`config.mk`:
```
export PLATFORM = sky130hd
export DESIGN_NAME = branch_unit
export DESIGN_NICKNAME = d
export VERILOG_FILES = /design/src/rtl/branch_unit_pkg.sv /design/src/rtl/branch_unit_cond.sv /design/src/rtl/branch_unit.sv
export SDC_FILE = /design/constraint.sdc
export NUM_CORES = 1
export LEC_CHECK = 0
export BUFFER_PORTS_ARGS = -buffer_cell sky130_fd_sc_hd__buf_2
export CELL_PAD_IN_SITES_DETAIL_PLACEMENT = 1
export CELL_PAD_IN_SITES_GLOBAL_PLACEMENT = 2
export CORE_MARGIN = 4
export CORE_UTILIZATION = 32
export DETAILED_ROUTE_END_ITERATION = 7
export GPL_TIMING_DRIVEN = 0
export MAX_ROUTING_LAYER = met4
export PLACE_DENSITY = 0.85
export SLEW_MARGIN = 40
export SYNTH_ARGS = -nofsm -noshare
export SYNTH_HDL_FRONTEND = slang
export SYNTH_SLANG_ARGS = --single-unit
```
`constraint.sdc`:
```
create_clock -name clk_i -period 2.7 [get_ports clk_i]
set_input_delay 0.27 -clock clk_i [delete_from_list [all_inputs] [get_ports clk_i]]
set_output_delay 0.27 -clock clk_i [all_outputs]
set_load 0.03 [all_outputs]
```
`src/rtl/branch_unit_pkg.sv`:
```
// Shared bexkat definitions used by the branch unit and its condition evaluator.
// Holds the branch condition encoding, the CCR flag bit positions (matching the
// ALU {c,z,n,v} packing) and the branch unit's state encoding.
package bexkat1Def;

   // Branch / conditional-set condition codes.
   typedef enum logic [3:0] {
      BRA  = 4'd0,
      BRN  = 4'd1,
      BEQ  = 4'd2,
      BNE  = 4'd3,
      BLTU = 4'd4,
      BGEU = 4'd5,
      BGTU = 4'd6,
      BLEU = 4'd7,
      BLT  = 4'd8,
      BGE  = 4'd9,
      BGT  = 4'd10,
      BLE  = 4'd11,
      BMI  = 4'd12,
      BPL  = 4'd13,
      BVS  = 4'd14,
      BVC  = 4'd15
   } cond_t;

   // Flag positions inside the 4-bit CCR, {C,Z,N,V} from MSB to LSB.
   localparam int CCR_C = 3;
   localparam int CCR_Z = 2;
   localparam int CCR_N = 1;
   localparam int CCR_V = 0;

   // Branch unit control states.
   typedef enum logic [1:0] {
      BR_IDLE = 2'd0,
      BR_HOLD = 2'd1,
      BR_RESP = 2'd2
   } br_state_t;

   // Cycles a held branch waits for an older flag update to land in the CCR.
   localparam logic [1:0] WAIT_SETCC = 2'd2;
   localparam logic [1:0] WAIT_PEND  = 2'd1;

   // Pack individual ALU flags into CCR order.
   function automatic logic [3:0] pack_flags(input logic c, input logic z,
                                             input logic n, input logic v);
      logic [3:0] f;
      f        = 4'b0000;
      f[CCR_C] = c;
      f[CCR_Z] = z;
      f[CCR_N] = n;
      f[CCR_V] = v;
      return f;
   endfunction

endpackage

```
`src/rtl/branch_unit_cond.sv`:
```
// Combinational condition evaluator: decides whether a condition code holds
// for a given CCR. Shared by branches and conditional-set instructions.
import bexkat1Def::*;

module cond_eval (
   input  logic [3:0] cond,
   input  logic [3:0] ccr,
   output logic       taken
);

   logic c_flag;
   logic z_flag;
   logic n_flag;
   logic v_flag;
   logic signed_lt;

   assign c_flag    = ccr[CCR_C];
   assign z_flag    = ccr[CCR_Z];
   assign n_flag    = ccr[CCR_N];
   assign v_flag    = ccr[CCR_V];
   assign signed_lt = n_flag ^ v_flag;

   // Decode the condition against the flags; C is the ALU carry/borrow as produced.
   always_comb begin
      taken = 1'b0;
      case (cond_t'(cond))
         BRA:     taken = 1'b1;
         BRN:     taken = 1'b0;
         BEQ:     taken = z_flag;
         BNE:     taken = ~z_flag;
         BLTU:    taken = c_flag;
         BGEU:    taken = ~c_flag;
         BGTU:    taken = ~c_flag & ~z_flag;
         BLEU:    taken = c_flag | z_flag;
         BLT:     taken = signed_lt;
         BGE:     taken = ~signed_lt;
         BGT:     taken = ~z_flag & ~signed_lt;
         BLE:     taken = z_flag | signed_lt;
         BMI:     taken = n_flag;
         BPL:     taken = ~n_flag;
         BVS:     taken = v_flag;
         BVC:     taken = ~v_flag;
         default: taken = 1'b0;
      endcase
   end

endmodule

```
`src/rtl/branch_unit.sv`:
```
// Branch unit for the bexkat2 core. Owns the architectural CCR, loads it from
// the ALU's registered flags, and resolves conditional branches once every
// older flag update has landed. The resolved PC returns over valid/ready.
import bexkat1Def::*;

module branch_unit #(
   parameter int WIDTH = 32
) (
   input  logic             clk_i,
   input  logic             rst_i,
   input  logic             setcc,
   input  logic             c_in,
   input  logic             z_in,
   input  logic             n_in,
   input  logic             v_in,
   input  logic             br_valid,
   output logic             br_ready,
   input  logic [3:0]       br_cond,
   input  logic [WIDTH-1:0] br_target,
   input  logic [WIDTH-1:0] br_next,
   output logic             res_valid,
   input  logic             res_ready,
   output logic             res_taken,
   output logic [WIDTH-1:0] res_pc,
   output logic [3:0]       ccr_out
);

   br_state_t        state_q,     state_d;
   logic [1:0]       wait_q,      wait_d;
   logic             pend_q,      pend_d;
   logic [3:0]       ccr_q,       ccr_d;
   logic [3:0]       cond_q,      cond_d;
   logic [WIDTH-1:0] target_q,    target_d;
   logic [WIDTH-1:0] next_q,      next_d;
   logic             res_valid_q, res_valid_d;
   logic             res_taken_q, res_taken_d;
   logic [WIDTH-1:0] res_pc_q,    res_pc_d;

   logic             accept;
   logic [3:0]       eval_cond;
   logic [WIDTH-1:0] eval_target;
   logic [WIDTH-1:0] eval_next;
   logic             eval_taken;

   assign br_ready  = rst_i & (state_q == BR_IDLE);
   assign accept    = br_valid & br_ready;
   assign res_valid = res_valid_q;
   assign res_taken = res_taken_q;
   assign res_pc    = res_pc_q;
   assign ccr_out   = ccr_q;

   // In IDLE the branch is evaluated straight off the request; later it uses the latched copy.
   always_comb begin
      eval_cond   = cond_q;
      eval_target = target_q;
      eval_next   = next_q;
      if (state_q == BR_IDLE) begin
         eval_cond   = br_cond;
         eval_target = br_target;
         eval_next   = br_next;
      end
   end

   cond_eval u_cond_eval (
      .cond  (eval_cond),
      .ccr   (ccr_q),
      .taken (eval_taken)
   );

   // Next-state logic: CCR tracking, branch acceptance, the wait-for-flags hold and the response.
   always_comb begin
      state_d     = state_q;
      wait_d      = wait_q;
      cond_d      = cond_q;
      target_d    = target_q;
      next_d      = next_q;
      res_valid_d = res_valid_q;
      res_taken_d = res_taken_q;
      res_pc_d    = res_pc_q;

      pend_d = setcc;
      ccr_d  = ccr_q;
      if (pend_q) begin
         ccr_d = pack_flags(c_in, z_in, n_in, v_in);
      end

      case (state_q)
         BR_IDLE: begin
            if (accept) begin
               cond_d   = br_cond;
               target_d = br_target;
               next_d   = br_next;
               if (setcc) begin
                  wait_d  = WAIT_SETCC;
                  state_d = BR_HOLD;
               end else if (pend_q) begin
                  wait_d  = WAIT_PEND;
                  state_d = BR_HOLD;
               end else begin
                  res_valid_d = 1'b1;
                  res_taken_d = eval_taken;
                  res_pc_d    = eval_taken ? eval_target : eval_next;
                  state_d     = BR_RESP;
               end
            end
         end
         BR_HOLD: begin
            wait_d = wait_q - 2'd1;
            if (wait_q <= 2'd1) begin
               wait_d      = 2'd0;
               res_valid_d = 1'b1;
               res_taken_d = eval_taken;
               res_pc_d    = eval_taken ? eval_target : eval_next;
               state_d     = BR_RESP;
            end
         end
         BR_RESP: begin
            if (res_ready) begin
               res_valid_d = 1'b0;
               state_d     = BR_IDLE;
            end
         end
         default: begin
            res_valid_d = 1'b0;
            state_d     = BR_IDLE;
         end
      endcase
   end

   // State register with synchronous active-low reset; reset drops any held branch.
   always_ff @(posedge clk_i) begin
      if (!rst_i) begin
         state_q     <= BR_IDLE;
         wait_q      <= 2'd0;
         pend_q      <= 1'b0;
         ccr_q       <= 4'd0;
         cond_q      <= 4'd0;
         target_q    <= '0;
         next_q      <= '0;
         res_valid_q <= 1'b0;
         res_taken_q <= 1'b0;
         res_pc_q    <= '0;
      end else begin
         state_q     <= state_d;
         wait_q      <= wait_d;
         pend_q      <= pend_d;
         ccr_q       <= ccr_d;
         cond_q      <= cond_d;
         target_q    <= target_d;
         next_q      <= next_d;
         res_valid_q <= res_valid_d;
         res_taken_q <= res_taken_d;
         res_pc_q    <= res_pc_d;
      end
   end

endmodule
```
==> results of run 1 <==
state kept, by name (all words and copies together), names as in the netlist:
signal,count
res_taken,1
res_valid,1
cond_q,4
pend_q,1
target_q,32
state_q,2
ccr_out,4
res_pc,32
wait_q,2
next_q,32
repair_timing:
action	CTS	global route
cloned	0	0
gates resized for setup	3	15
endpoints found under the setup margin	21	43
cells by family (layout without fill, tap and decap cells):
kind of cell    count (synthesis)  after routing  share of synthesized area
simple gates                  282            282                      0.217
buf+inv                        66            196                     0.0529
xor+xnor                        1              1                    0.00154
compound gates                163            163                      0.208
other cells                     0              1                          0
mux                            69             69                      0.130
flops                         111            111                      0.392
worst min-delay path: cells and delay by family:
| kind | cells | cell delay (ns) |
|---|---|---|
| AOI/OAI and AO/OA | 1 | 0.05 |
| buffers and inverters | 1 | 0.09 |
| and+or+nand+nor | 1 | 0.04 |
final timing paths:
path,start,depth (start not counted),endpoint
hold / removal,br_next[7],3,next_q[7]
setup / recovery,state_q[0],8,res_pc[10]
hold reg to reg,res_pc[24],2,res_pc[24]
setup reg to reg,state_q[0],8,res_pc[10]
routing by layer:
metal	routed length, µm	part of all wire	global-route usage	up-vias
li1	-	-	-	2687
met1	8740	0.47	0.246	2584
met2	8910	0.48	0.322	82
met3	708	0.038	0.0444	4
met4	57	0.0031	0.0301	0
met5	0	0	-	-
final cells by class:
cell class              instances  area [µm²]
inverters                       2        7.51
multi-input cells             515        3180
plain buffers                  64         302
well taps                     225         282
flip-flops and latches        111        2220
repair buffers                114         571
fillers                      2147       10500
clock buffers                  13         250
clock inverters                 3        42.5
diodes                          1        2.50
power by group:
part | switching (mW) | total (mW) | internal, mW
combinational | 0.784 | 1.28 | 0.499
sequential | 0.0879 | 1.88 | 1.79
clock | 0.634 | 1.38 | 0.747
total | 1.51 | 4.54 | 3.03
placed cells by master (no fill, tap or decap), types with 3 or more instances in the layout:
cell,instances
clkbuf_2,7
nand3_1,33
dfxtp_1,111
and2_1,3
buf_2,126
or4_1,3
a31oi_2,20
buf_6,4
nor3_1,35
clkbuf_16,9
nand2_1,177
or3b_1,3
o31ai_1,23
clkbuf_1,42
mux2i_1,36
nor2_1,16
a21oi_1,6
o21ai_0,72
a31oi_1,14
o31ai_2,10
mux2_2,32
metrics by stage:
| stage | setup WS, ns | hold WS [ns] | util |
|---|---|---|---|
| floorplan | 0.477 | 0.379 | - |
| detailed placement | -0.485 | 0.440 | 0.376 |
| finish | 0.138 | 0.115 | 0.395 |
| global placement | -0.500 | 0.438 | 0.376 |
| global route | -0.000516 | 0.117 | 0.395 |
| CTS | 0.0163 | 0.109 | 0.393 |
==> results.json, run 1 <==
{
  "cts_buffers": 9,
  "cts-root-buf": "clkbuf_16",
  "critPathBufInv": 2,
  "max_stage_delay_ns": 0.44,
  "synth-main-ff-cell": "dfxtp_1",
  "fmax_mhz": 390,
  "post-route-period-util": 0.949,
  "num_vias": 5357,
  "gp_routability_congestion": 0.837,
  "gr-usage-all-layers": 0.194,
  "placed_cell_area_mm2": 0.00653,
  "synth.top_cells.by_count": "177 x nand2_1, 111 x dfxtp_1, 73 x o21ai_0, 46 x clkbuf_1",
  "nets": 894,
  "num_rows": 48,
  "critical_path_class": "reg -> reg",
  "grt_setup_unrepaired": "yes",
  "period_needed_ns": 2.56,
  "power_density_mw_per_mm2": 662,
  "antenna_found_initial": 1,
  "cts_max_level": 3,
  "cts_setup_buffers": 0,
  "placed_cells": 1031,
  "remaining_drc_errors": 0,
  "hpwlAfterDp_um": 13700,
  "ys_types": 44,
  "grt_first_pass_wirelength_um": 29900,
  "die-area_mm2": 0.0199,
  "finalMaxSlewViolations": 0,
  "worst_slew_pin_slew_ns": 0.774,
  "syn-cell-area_mm2": 0.00568,
  "peakVddDrop_v": 0.000326,
  "reg2reg_slack_ns": 0.14,
  "slew_headroom": 0.484,
  "port_buffers": 114,
  "wl_per_cell_um": 17.6,
  "cts_tree": "built",
  "grt_pass1_vias": 5648,
  "start_util": 0.327,
  "async_reset_ff_frac": 0,
  "outcome": "finished, final reports clean",
  "setup_violations": 0,
  "start_kind": "flop",
  "cts_buffer_depth": 2,
  "clock_latency_ns": 0.36,
  "synth-seq-area-share": 0.392,
  "finalInstanceArea_mm2": 0.00686,
  "area_growth_pct": 20.8,
  "critPathTopFamily": "compound AO/OA/AOI/OAI gates",
  "grt_overflow": 0,
  "layout-drive-gt1-share": 0.275,
  "yosysTopAreaCell": "dfxtp_1",
  "io_pins": 116,
  "synth_area_leaders": "dfxtp_1 39%, nand2_1 12%, o21ai_0 6.4%",
  "clk_pin_slew_ns": 0.07,
  "worstPathRequired_ns": 2.94,
  "synth-edff-count": 0,
  "fin_cells": 1048,
  "cp.arrival_ns": 2.80,
  "hold_viol_final": 0,
  "finalWirelength_um": 18400,
  "grt_max_degree": 17,
  "synth_most_common_cell": "nand2_1",
  "syn-num-nets": 769,
  "power_mw": 4.54,
  "die_y_um": 141,
  "core-area_mm2": 0.0174,
  "p_leak_nw": 2.91,
  "avgSynthCellArea_um2": 8.20,
  "slowest_stage": "or3b_1",
  "die_w_um": 141,
  "cp_max_fo": 10,
  "timing.clock.skew_ns": 0.00825,
  "synth_seq_cells": 111,
  "endpoint_kind": "flop",
  "cts.sinks": 111,
  "drtAntennaViolNets": 0,
  "max_cap_viol_count": 0,
  "yosys_warnings": 0,
  "syn_inst": 692,
  "crit_chain": "buf_2 -> or3b_1 -> and2_4 -> mux2_4 -> o211a_2 -> clkbuf_4 -> a31oi_2 -> o31ai_1",
  "yosysTopAreaCellShare": 0.392,
  "drt_iter0_markers": 236,
  "hold_class": "in -> reg",
  "dr.pass1.iters": 4,
  "tns_ns": 0,
  "postCtsHoldBufs": 0,
  "vias_per_cell": 5.11
}
Power figures use the tool's default switching activity.
==> run 2: changes to the inputs <==
--- a/config.mk
+++ b/config.mk
@@ -14,6 +14,7 @@
 export GPL_TIMING_DRIVEN = 0
 export MAX_ROUTING_LAYER = met4
 export PLACE_DENSITY = 0.85
+export REMOVE_ABC_BUFFERS = 1
 export SLEW_MARGIN = 40
 export SYNTH_ARGS = -nofsm -noshare
 export SYNTH_HDL_FRONTEND = slang
==> results.json, run 2 (same netlist as run 1, synthesis figures left out) <==
{
  "outcome": "finished, final reports clean",
  "cts-root-buf": "clkbuf_16",
  "p_leak_nw": 3.01,
  "critical_path_class": "reg -> reg",
  "p_int_mw": 3.33,
  "remaining_drc_errors": 0,
  "tns_ns": 0,
  "start_util": 0.327,
  "grt_setup_unrepaired": "yes",
  "io_pins": 116,
  "peakVddDrop_v": 0.000378,
  "nets": 862,
  "power_density_mw_per_mm2": 688,
  "cts_tree": "built",
  "clk_pin_slew_ns": 0.08,
  "clkPwrFrac": 0.334,
  "cp.arrival_ns": 2.85,
  "cts_buffers": 9,
  "slew_headroom": 0.622,
  "gp_routability_congestion": 0.841,
  "port_buffers": 115,
  "fmax_mhz": 380,
  "start_kind": "flop",
  "final_core_util": 0.407,
  "sw_frac_of_total": 0.314,
  "grt_overflow": 0,
  "endpoint_kind": "flop",
  "timing.clock.skew_ns": 0.00893,
  "dr.pass1.iters": 4,
  "drt_iter0_markers": 263,
  "die-area_mm2": 0.0199,
  "die_w_um": 141,
  "grt_first_pass_wirelength_um": 30300,
  "cts_buffer_depth": 2,
  "area_growth_pct": 24.4,
  "grt_max_degree": 42,
  "seqPwrFrac": 0.389,
  "layout_commonest_cell": "nand2_1",
  "grt_pass1_vias": 5684,
  "finalMaxSlewViolations": 0,
  "post-route-period-util": 0.973,
  "num_rows": 48,
  "hold_class": "in -> reg",
  "num_vias": 5390,
  "wl_per_cell_um": 18.7,
  "vias_per_cell": 5.30,
  "antenna_found_initial": 1,
  "postCtsHoldBufs": 0,
  "drtAntennaViolNets": 0,
  "period_needed_ns": 2.63,
  "max_cap_viol_count": 0,
  "finalWirelength_um": 19000,
  "cts_max_level": 3,
  "p_comb_frac": 0.276,
  "n_fill_cell": 2098,
  "hpwlAfterDp_um": 12800,
  "final_cell_mix": "176 x nand2_1, 121 x buf_2, 109 x dfxtp_1",
  "placed_cells": 992,
  "p_switching_mw": 1.52,
  "gr-usage-all-layers": 0.196,
  "layout-drive-gt1-share": 0.308,
  "preCtsSetupSlack_ns": -0.743,
  "fin_cells": 1017,
  "max_stage_delay_ns": 0.66,
  "die_y_um": 141,
  "crit_chain": "or3b_1 -> and3b_2 -> or4_4 -> and2_4 -> a31oi_1 -> o31ai_1",
  "cts.sinks": 111,
  "fin_ws_ns": 0.0718,
  "slowest_stage": "or4_4",
  "worstPathRequired_ns": 2.92,
  "worst_slew_pin_slew_ns": 0.559,
  "core-area_mm2": 0.0174,
  "clock_latency_ns": 0.36,
  "hold_viol_final": 0,
  "setup_violations": 0,
  "cp_max_fo": 25
}
## run 2: cell types whose count changed in the layout (fill, tap and decap cells not counted), sizes merged
| cell | delta |
|---|---|
| or4 | +1 |
| buf | +14 |
| and2 | +1 |
| diode | +1 |
| clkbuf | -51 |
| bufinv | +3 |
## run 2: timing repair
item | 4_1_cts | 5_1_grt
cloned | 2 | 0
setup endpoints to repair | 33 | 38
pin swaps | 2 | 2
gates resized for setup | 9 | 5
buffers inserted | 3 | 2
## run 2: power groups by stage
| stage | Combinational (mW) | Clock, mW | Sequential, mW |
|---|---|---|---|
| global route | 1.47 | 1.74 | 1.91 |
| floorplan | 0.765 | 0 | 2.01 |
| global placement | 1.21 | 0 | 1.92 |
| finish | 1.34 | 1.62 | 1.89 |
| detailed placement | 1.29 | 0 | 1.93 |
| CTS | 1.32 | 1.67 | 1.89 |
## run 2: worst max-delay path, delay by kind of cell, from the launching register on
family	cells	cell delay, ns
AO/OA/AOI/OAI	2	0.30
flip-flops	1	0.44
AND/OR/NAND/NOR	4	1.75
## run 2: path summary, 6_finish.rpt
path	startpoint	endpoint	slack, ns	cells after the start
max	state_q[0]	res_pc[2]	0.07	6
min	br_next[6]	next_q[6]	0.12	3
max reg2reg	state_q[0]	res_pc[2]	0.07	6
min reg2reg	next_q[12]	next_q[12]	0.46	2
## run 2: per-layer routing
| layer | track usage | vias to the layer above | wire (µm) |
|---|---|---|---|
| met5 | - | - | 0 |
| met4 | 0.0678 | 0 | 389 |
| met3 | 0.0397 | 31 | 832 |
| met2 | 0.342 | 132 | 9640 |
| met1 | 0.224 | 2595 | 8130 |
| li1 | - | 2632 | - |
## run 2: layout make-up
type                            count  area [µm²]  share of cell area
Multi-Input combinational cell    517        3270               0.463
Sequential cell                   111        2230               0.316
Timing Repair Buffer              144         905               0.128
Tap cell                          225         282              0.0399
Clock buffer                       10         229              0.0324
Clock inverter                      6         133              0.0188
Inverter                            2        7.51             0.00106
Antenna cell                        2        5.00            0.000709
## run 2: per-stage QoR
step                      power (mW)  area [µm²]  hold WS, ns
after detailed placement        3.22        6580        0.449
after global routing            5.12        7060        0.124
after CTS                       4.88        7000        0.113
after floorplan                 2.77        5380        0.379
after global placement          3.13        6240        0.441
final                           4.86        7060        0.124
